`config.mk`:
```
export PLATFORM = sky130hd
export DESIGN_NAME = bcd_addsub_seq
export DESIGN_NICKNAME = d
export VERILOG_FILES = /design/src/rtl/bcd_pkg.sv /design/src/rtl/bcd_digit_add.sv /design/src/rtl/bcd_addsub_seq.sv
export SDC_FILE = /design/constraint.sdc
export NUM_CORES = 1
export LEC_CHECK = 0
export ABC_AREA = 1
export BUFFER_PORTS_ARGS = -buffer_cell sky130_fd_sc_hd__buf_2
export CORE_AREA = 5 5 82 84
export CTS_CLUSTER_DIAMETER = 40
export DETAILED_ROUTE_END_ITERATION = 10
export DIE_AREA = 0 0 87 89
export PLACE_DENSITY = 0.84
export REMOVE_ABC_BUFFERS = 1
export SYNTH_ARGS = -nofsm -noshare
export SYNTH_HDL_FRONTEND = slang
export SYNTH_SLANG_ARGS = --single-unit
```
`constraint.sdc`:
```
create_clock -name clk -period 4.3 [get_ports clk]
set_input_delay 0.43 -clock clk [delete_from_list [all_inputs] [get_ports clk]]
set_output_delay 0.43 -clock clk [all_outputs]
set_load 0.02 [all_outputs]
```
`src/rtl/bcd_pkg.sv`:
```
// Shared types and helpers for the sequential BCD adder/subtractor.
package bcd_pkg;

  typedef enum logic [1:0] {
    IDLE = 2'd0,
    RUN  = 2'd1,
    FIX  = 2'd2,
    DONE = 2'd3
  } state_e;

  localparam int BCD_W   = 4;
  localparam int BCD_TEN = 10;

  // A nibble is a legal decimal digit only in the range 0..9.
  function automatic logic is_bcd(input logic [BCD_W-1:0] digit);
    return (digit < 4'(BCD_TEN));
  endfunction

endpackage

```
`src/rtl/bcd_digit_add.sv`:
```
// Single decimal digit adder with carry-in and decimal correction.
module bcd_digit_add
  import bcd_pkg::*;
(
  input  logic [BCD_W-1:0] x,
  input  logic [BCD_W-1:0] y,
  input  logic             ci,
  output logic [BCD_W-1:0] s,
  output logic             co
);

  logic [BCD_W:0] raw;

  // Binary add, then fold anything of ten or more back into one digit plus a carry.
  always_comb begin
    raw = {1'b0, x} + {1'b0, y} + {{BCD_W{1'b0}}, ci};
    if (raw >= 5'(BCD_TEN)) begin
      s  = 4'(raw - 5'(BCD_TEN));
      co = 1'b1;
    end else begin
      s  = raw[BCD_W-1:0];
      co = 1'b0;
    end
  end

endmodule

```
`src/rtl/bcd_addsub_seq.sv`:
```
// Multi-digit BCD add/subtract, one digit per clock, least significant first.
// A negative difference is recovered as a magnitude by a second ten's-complement pass.
module bcd_addsub_seq
  import bcd_pkg::*;
#(
  parameter int NUM_DIGITS = 4
) (
  input  logic                        clk,
  input  logic                        rst_n,
  input  logic                        start,
  input  logic                        sub,
  input  logic [BCD_W*NUM_DIGITS-1:0] a_bcd,
  input  logic [BCD_W*NUM_DIGITS-1:0] b_bcd,
  output logic [BCD_W*NUM_DIGITS-1:0] result,
  output logic                        cout,
  output logic                        neg,
  output logic                        err,
  output logic                        busy,
  output logic                        done
);

  localparam int W  = BCD_W * NUM_DIGITS;
  localparam int CW = (NUM_DIGITS > 1) ? $clog2(NUM_DIGITS) : 1;
  localparam logic [CW-1:0] LAST = CW'(NUM_DIGITS - 1);

  state_e         state_q, state_d;
  logic [CW-1:0]  cnt_q, cnt_d;
  logic           carry_q, carry_d;
  logic           sub_q, sub_d;
  logic [W-1:0]   a_q, a_d;
  logic [W-1:0]   b_q, b_d;
  logic [W-1:0]   result_q, result_d;
  logic           cout_q, cout_d;
  logic           neg_q, neg_d;
  logic           err_q, err_d;

  logic [W-1:0]     bComp;
  logic             inputsOk;
  logic [BCD_W-1:0] aDig, bDig, rDig;
  logic [BCD_W-1:0] addX, addY, addS;
  logic             addCo;

  // Validate incoming digits and form the nine's complement of B for subtraction.
  always_comb begin
    inputsOk = 1'b1;
    bComp    = '0;
    for (int i = 0; i < NUM_DIGITS; i++) begin
      if (!is_bcd(a_bcd[i*BCD_W +: BCD_W]) || !is_bcd(b_bcd[i*BCD_W +: BCD_W])) begin
        inputsOk = 1'b0;
      end
      bComp[i*BCD_W +: BCD_W] = 4'd9 - b_bcd[i*BCD_W +: BCD_W];
    end
  end

  // RUN adds the operand digits; FIX complements the stored result digit and adds the carry.
  always_comb begin
    aDig = a_q[int'(cnt_q)*BCD_W +: BCD_W];
    bDig = b_q[int'(cnt_q)*BCD_W +: BCD_W];
    rDig = result_q[int'(cnt_q)*BCD_W +: BCD_W];
    if (state_q == FIX) begin
      addX = '0;
      addY = 4'd9 - rDig;
    end else begin
      addX = aDig;
      addY = bDig;
    end
  end

  bcd_digit_add uDigitAdd (
    .x  (addX),
    .y  (addY),
    .ci (carry_q),
    .s  (addS),
    .co (addCo)
  );

  // Sequencing: accept a request, walk the digits, optionally fix up a negative result.
  always_comb begin
    state_d  = state_q;
    cnt_d    = cnt_q;
    carry_d  = carry_q;
    sub_d    = sub_q;
    a_d      = a_q;
    b_d      = b_q;
    result_d = result_q;
    cout_d   = cout_q;
    neg_d    = neg_q;
    err_d    = err_q;
    unique case (state_q)
      IDLE: begin
        if (start) begin
          a_d      = a_bcd;
          b_d      = sub ? bComp : b_bcd;
          sub_d    = sub;
          carry_d  = sub;
          cnt_d    = '0;
          result_d = '0;
          cout_d   = 1'b0;
          neg_d    = 1'b0;
          err_d    = !inputsOk;
          state_d  = inputsOk ? RUN : DONE;
        end
      end
      RUN: begin
        result_d[int'(cnt_q)*BCD_W +: BCD_W] = addS;
        cnt_d   = cnt_q + 1'b1;
        carry_d = addCo;
        if (cnt_q == LAST) begin
          if (!sub_q) begin
            cout_d  = addCo;
            state_d = DONE;
          end else if (addCo) begin
            neg_d   = 1'b0;
            state_d = DONE;
          end else begin
            neg_d   = 1'b1;
            cnt_d   = '0;
            carry_d = 1'b1;
            state_d = FIX;
          end
        end
      end
      FIX: begin
        result_d[int'(cnt_q)*BCD_W +: BCD_W] = addS;
        cnt_d   = cnt_q + 1'b1;
        carry_d = addCo;
        if (cnt_q == LAST) begin
          state_d = DONE;
        end
      end
      DONE: begin
        state_d = IDLE;
      end
      default: begin
        state_d = IDLE;
      end
    endcase
  end

  // State and datapath registers; reset returns everything to an idle, zeroed machine.
  always_ff @(posedge clk or negedge rst_n) begin
    if (!rst_n) begin
      state_q  <= IDLE;
      cnt_q    <= '0;
      carry_q  <= 1'b0;
      sub_q    <= 1'b0;
      a_q      <= '0;
      b_q      <= '0;
      result_q <= '0;
      cout_q   <= 1'b0;
      neg_q    <= 1'b0;
      err_q    <= 1'b0;
    end else begin
      state_q  <= state_d;
      cnt_q    <= cnt_d;
      carry_q  <= carry_d;
      sub_q    <= sub_d;
      a_q      <= a_d;
      b_q      <= b_d;
      result_q <= result_d;
      cout_q   <= cout_d;
      neg_q    <= neg_d;
      err_q    <= err_d;
    end
  end

  assign result = result_q;
  assign cout   = cout_q;
  assign neg    = neg_q;
  assign err    = err_q;
  assign busy   = (state_q != IDLE);
  assign done   = (state_q == DONE);

endmodule
```
==> flow_metrics.env <==
export IMPL_switching_power_uw=1940
export IMPL_layout_common_cells="115 x nand2_1, 57 x dfrtp_1, 56 x buf_2"
export IMPL_num_vias=3223
export IMPL_finalWirelength_um=8090
export IMPL_yosysSeqAreaShare_pct=40.9
export IMPL_crit_required_ns=4.54
export IMPL_drive_gt1_share_pct=18.7
export IMPL_postCtsSetupBuffers=0
export IMPL_layout_setup_ws_ns=0.854
export IMPL_path_class="flip-flop to flip-flop"
export IMPL_ys_warn_count=0
export IMPL_syn_area_per_cell_um2=7.58
export IMPL_cts_root_buf="clkbuf_8"
export IMPL_synth_edff_count=0
export IMPL_p_clk_share_pct=11.8
export IMPL_combPwrFrac_pct=64.7
export IMPL_area_delta_synth_final_pct=13.9
export IMPL_pre_cts_ws_ns=0.890
export IMPL_port_buffers=56
export IMPL_drv_cap=0
export IMPL_yosys_most_used_dff="dfrtp_1"
export IMPL_die_x_um=87
export IMPL_pwr_share_seq_pct=23.4
export IMPL_htree_levels=3
export IMPL_post_cts_resized=0
export IMPL_cp_arrival_ns=3.69
export IMPL_gr_usage_all_layers_pct=22.8
export IMPL_clk_latency_ns=0.33
export IMPL_diodes=0
export IMPL_mostFrequentLayoutCell="nand2_1"
export IMPL_gp_congestion=0.897
export IMPL_synth_xor_area_share_pct=2.26
export IMPL_first_pass_iters=6
export IMPL_fin_crit_sh_pct=80.1
export IMPL_synth_compound_area_share_pct=16.4
export IMPL_syn_area_mm2=0.00348
export IMPL_antenna_found_initial=0
export IMPL_worst_slew_pin_slew_ns=0.719
export IMPL_ctsLongestPathBuffers=2
export IMPL_grt_pass1_wl_um=13900
export IMPL_switching_share_pct=52.2
export IMPL_power_internal_uw=1780
export IMPL_final_min_clock_period_ns=3.45
export IMPL_die_area_mm2=0.00774
export IMPL_die_h_um=89
export IMPL_ys_seq_elements=57
export IMPL_cp_end_kind="flip-flop"
export IMPL_synthAdderAreaFrac_pct=7.25
export IMPL_grt_remaining_overflow=0
export IMPL_finalMaxSlewViolations=0
export IMPL_cts_sinks=57
export IMPL_cts_hold_fix_buffers=0
export IMPL_yosys_area_share_simple_pct=24.1
export IMPL_routedWlPerCell_um=13.6
export IMPL_fmax_mhz=290
export IMPL_crit_path_start_kind="flip-flop"
export IMPL_grt_max_degree=58
export IMPL_drt_iter0_markers=185
export IMPL_core_area_mm2=0.00585
export IMPL_status="completed"
export IMPL_clk_pin_slew_ns=0.07
export IMPL_ios=57
export IMPL_tritoncts="built"
export IMPL_async_flop_share_pct=100
export IMPL_slew_headroom_pct=52.1
export IMPL_synth_cells=460
export IMPL_setup_violations=0
export IMPL_p_leak_uw=0.00212
export IMPL_final_hold_viol_count=0
export IMPL_synth_area_mux_share_pct=0
export IMPL_drt_vias_per_instance=5.44
export IMPL_numCtsBuffers=9
export IMPL_irDropWorstVdd_v=0.000501
export IMPL_hp_class="input port to async pin"
export IMPL_nets=568
export IMPL_grt_pass1_vias=3176
export IMPL_antenna_left=0
export IMPL_fin_skew_ns=0.00728
export IMPL_synth_top_family_by_area="simple AND/OR/NAND/NOR gates"
export IMPL_critPathMaxFanout=16
export IMPL_num_rows=28
export IMPL_pwr_density_cell_mw_per_mm2=937
export IMPL_ys_types=37
export IMPL_rsz0062_at_grt="no"
export IMPL_final_setup_tns_ns=0
export IMPL_hpwl_um=6110
export IMPL_drc=0
export IMPL_floorplan_initialDensity_pct=59.6
## power groups by stage
| stage | clock [uW] | sequential (uW) | combinational, uW |
|---|---|---|---|
| after floorplan | 0 | 908 | 1820 |
| after global placement | 0 | 874 | 2310 |
| after detailed placement | 0 | 878 | 2390 |
| after CTS | 450 | 870 | 2400 |
| after global routing | 473 | 898 | 2740 |
| final | 440 | 872 | 2410 |
## stage by stage
step	util [%]	area, um2	total power [uW]	cells	hold WS (ns)
floorplan	-	3400	2720	443	0.134
global placement	64.9	3800	3180	577	0.464
detailed placement	64.9	3800	3270	577	0.460
CTS	67.9	3970	3720	593	0.262
global route	67.9	3970	4110	593	0.301
finish	67.9	3970	3720	593	0.225
## area by class of cell
class | instances | area (um2)
Clock buffer | 13 | 159
Clock inverter | 3 | 15.0
Fill cell | 488 | 1880
Inverter | 61 | 231
Multi-Input combinational cell | 325 | 1740
Sequential cell | 57 | 1430
Tap cell | 75 | 93.8
Timing Repair Buffer | 59 | 303
## routing by layer
layer  GRT usage, %  wire length (um)  vias up  share of wire (%)
li1               -                 -     1591                  -
met1           29.0              3430     1482                 42
met2           37.6              3860      128                 48
met3           3.50               543       22                6.7
met4           12.0               260        0                3.2
met5              0                 0        -                  0
## kinds of logic (layout without fill, tap and decap cells)
logic type	count (synthesis)	count (layout)
AND/OR/NAND/NOR	192	192
AO/OA/AOI/OAI	105	105
buffers and inverters	78	136
flip-flops	57	57
adder cells (fa/ha/maj)	19	19
XOR/XNOR	9	9
## flip-flops by register name (all words and copies together), names as in the netlist, 2 cells and up
signal   flops
b_q         16
cnt_q        2
a_q         16
state_q      2
result      16
## final timing paths
kind / from / endpoint / slack, ns / cells after the start
max: cnt_q[1] / result[9] / 0.85 / 18
min: rst_n / a_q[15] / 0.23 / 2
max reg2reg: cnt_q[1] / result[9] / 0.85 / 18
min reg2reg: err / err / 0.48 / 2
max in group asynchronous: rst_n / b_q[14] / 3.58 / 2
min in group clk: a_bcd[8] / a_q[8] / 0.29 / 3
## cell usage after synthesis, drive strengths merged (3+ instances only)
cell	number	area (um2)
a21oi	33	169
buf	15	77.6
dfrtp	57	1430
ha	17	213
inv	60	228
nand2	123	487
nand3	21	110
nand4	8	77.6
nor2	36	145
nor3	4	20.0
o21ai	60	312
o22ai	3	18.8
o31ai	3	27.5
xnor2	4	35.0
xor2	5	43.8
## critical path, stage by stage (launching register included)
cell and delay, ns:
dfrtp_1 0.55, inv_1 0.45, o21ai_0 0.16, o22ai_1 0.14, nand2_1 0.09, fa_1 0.44
fa_1 0.43, inv_1 0.09, nand2_2 0.05, nand2_1 0.07, inv_1 0.04, ha_1 0.20
nand2_1 0.09, nand3_2 0.10, nand2_4 0.12, nand2_2 0.06, nand2_2 0.09, nand3_1 0.08
o21ai_0 0.10
No activity file was read; power rests on OpenSTA's default activity.
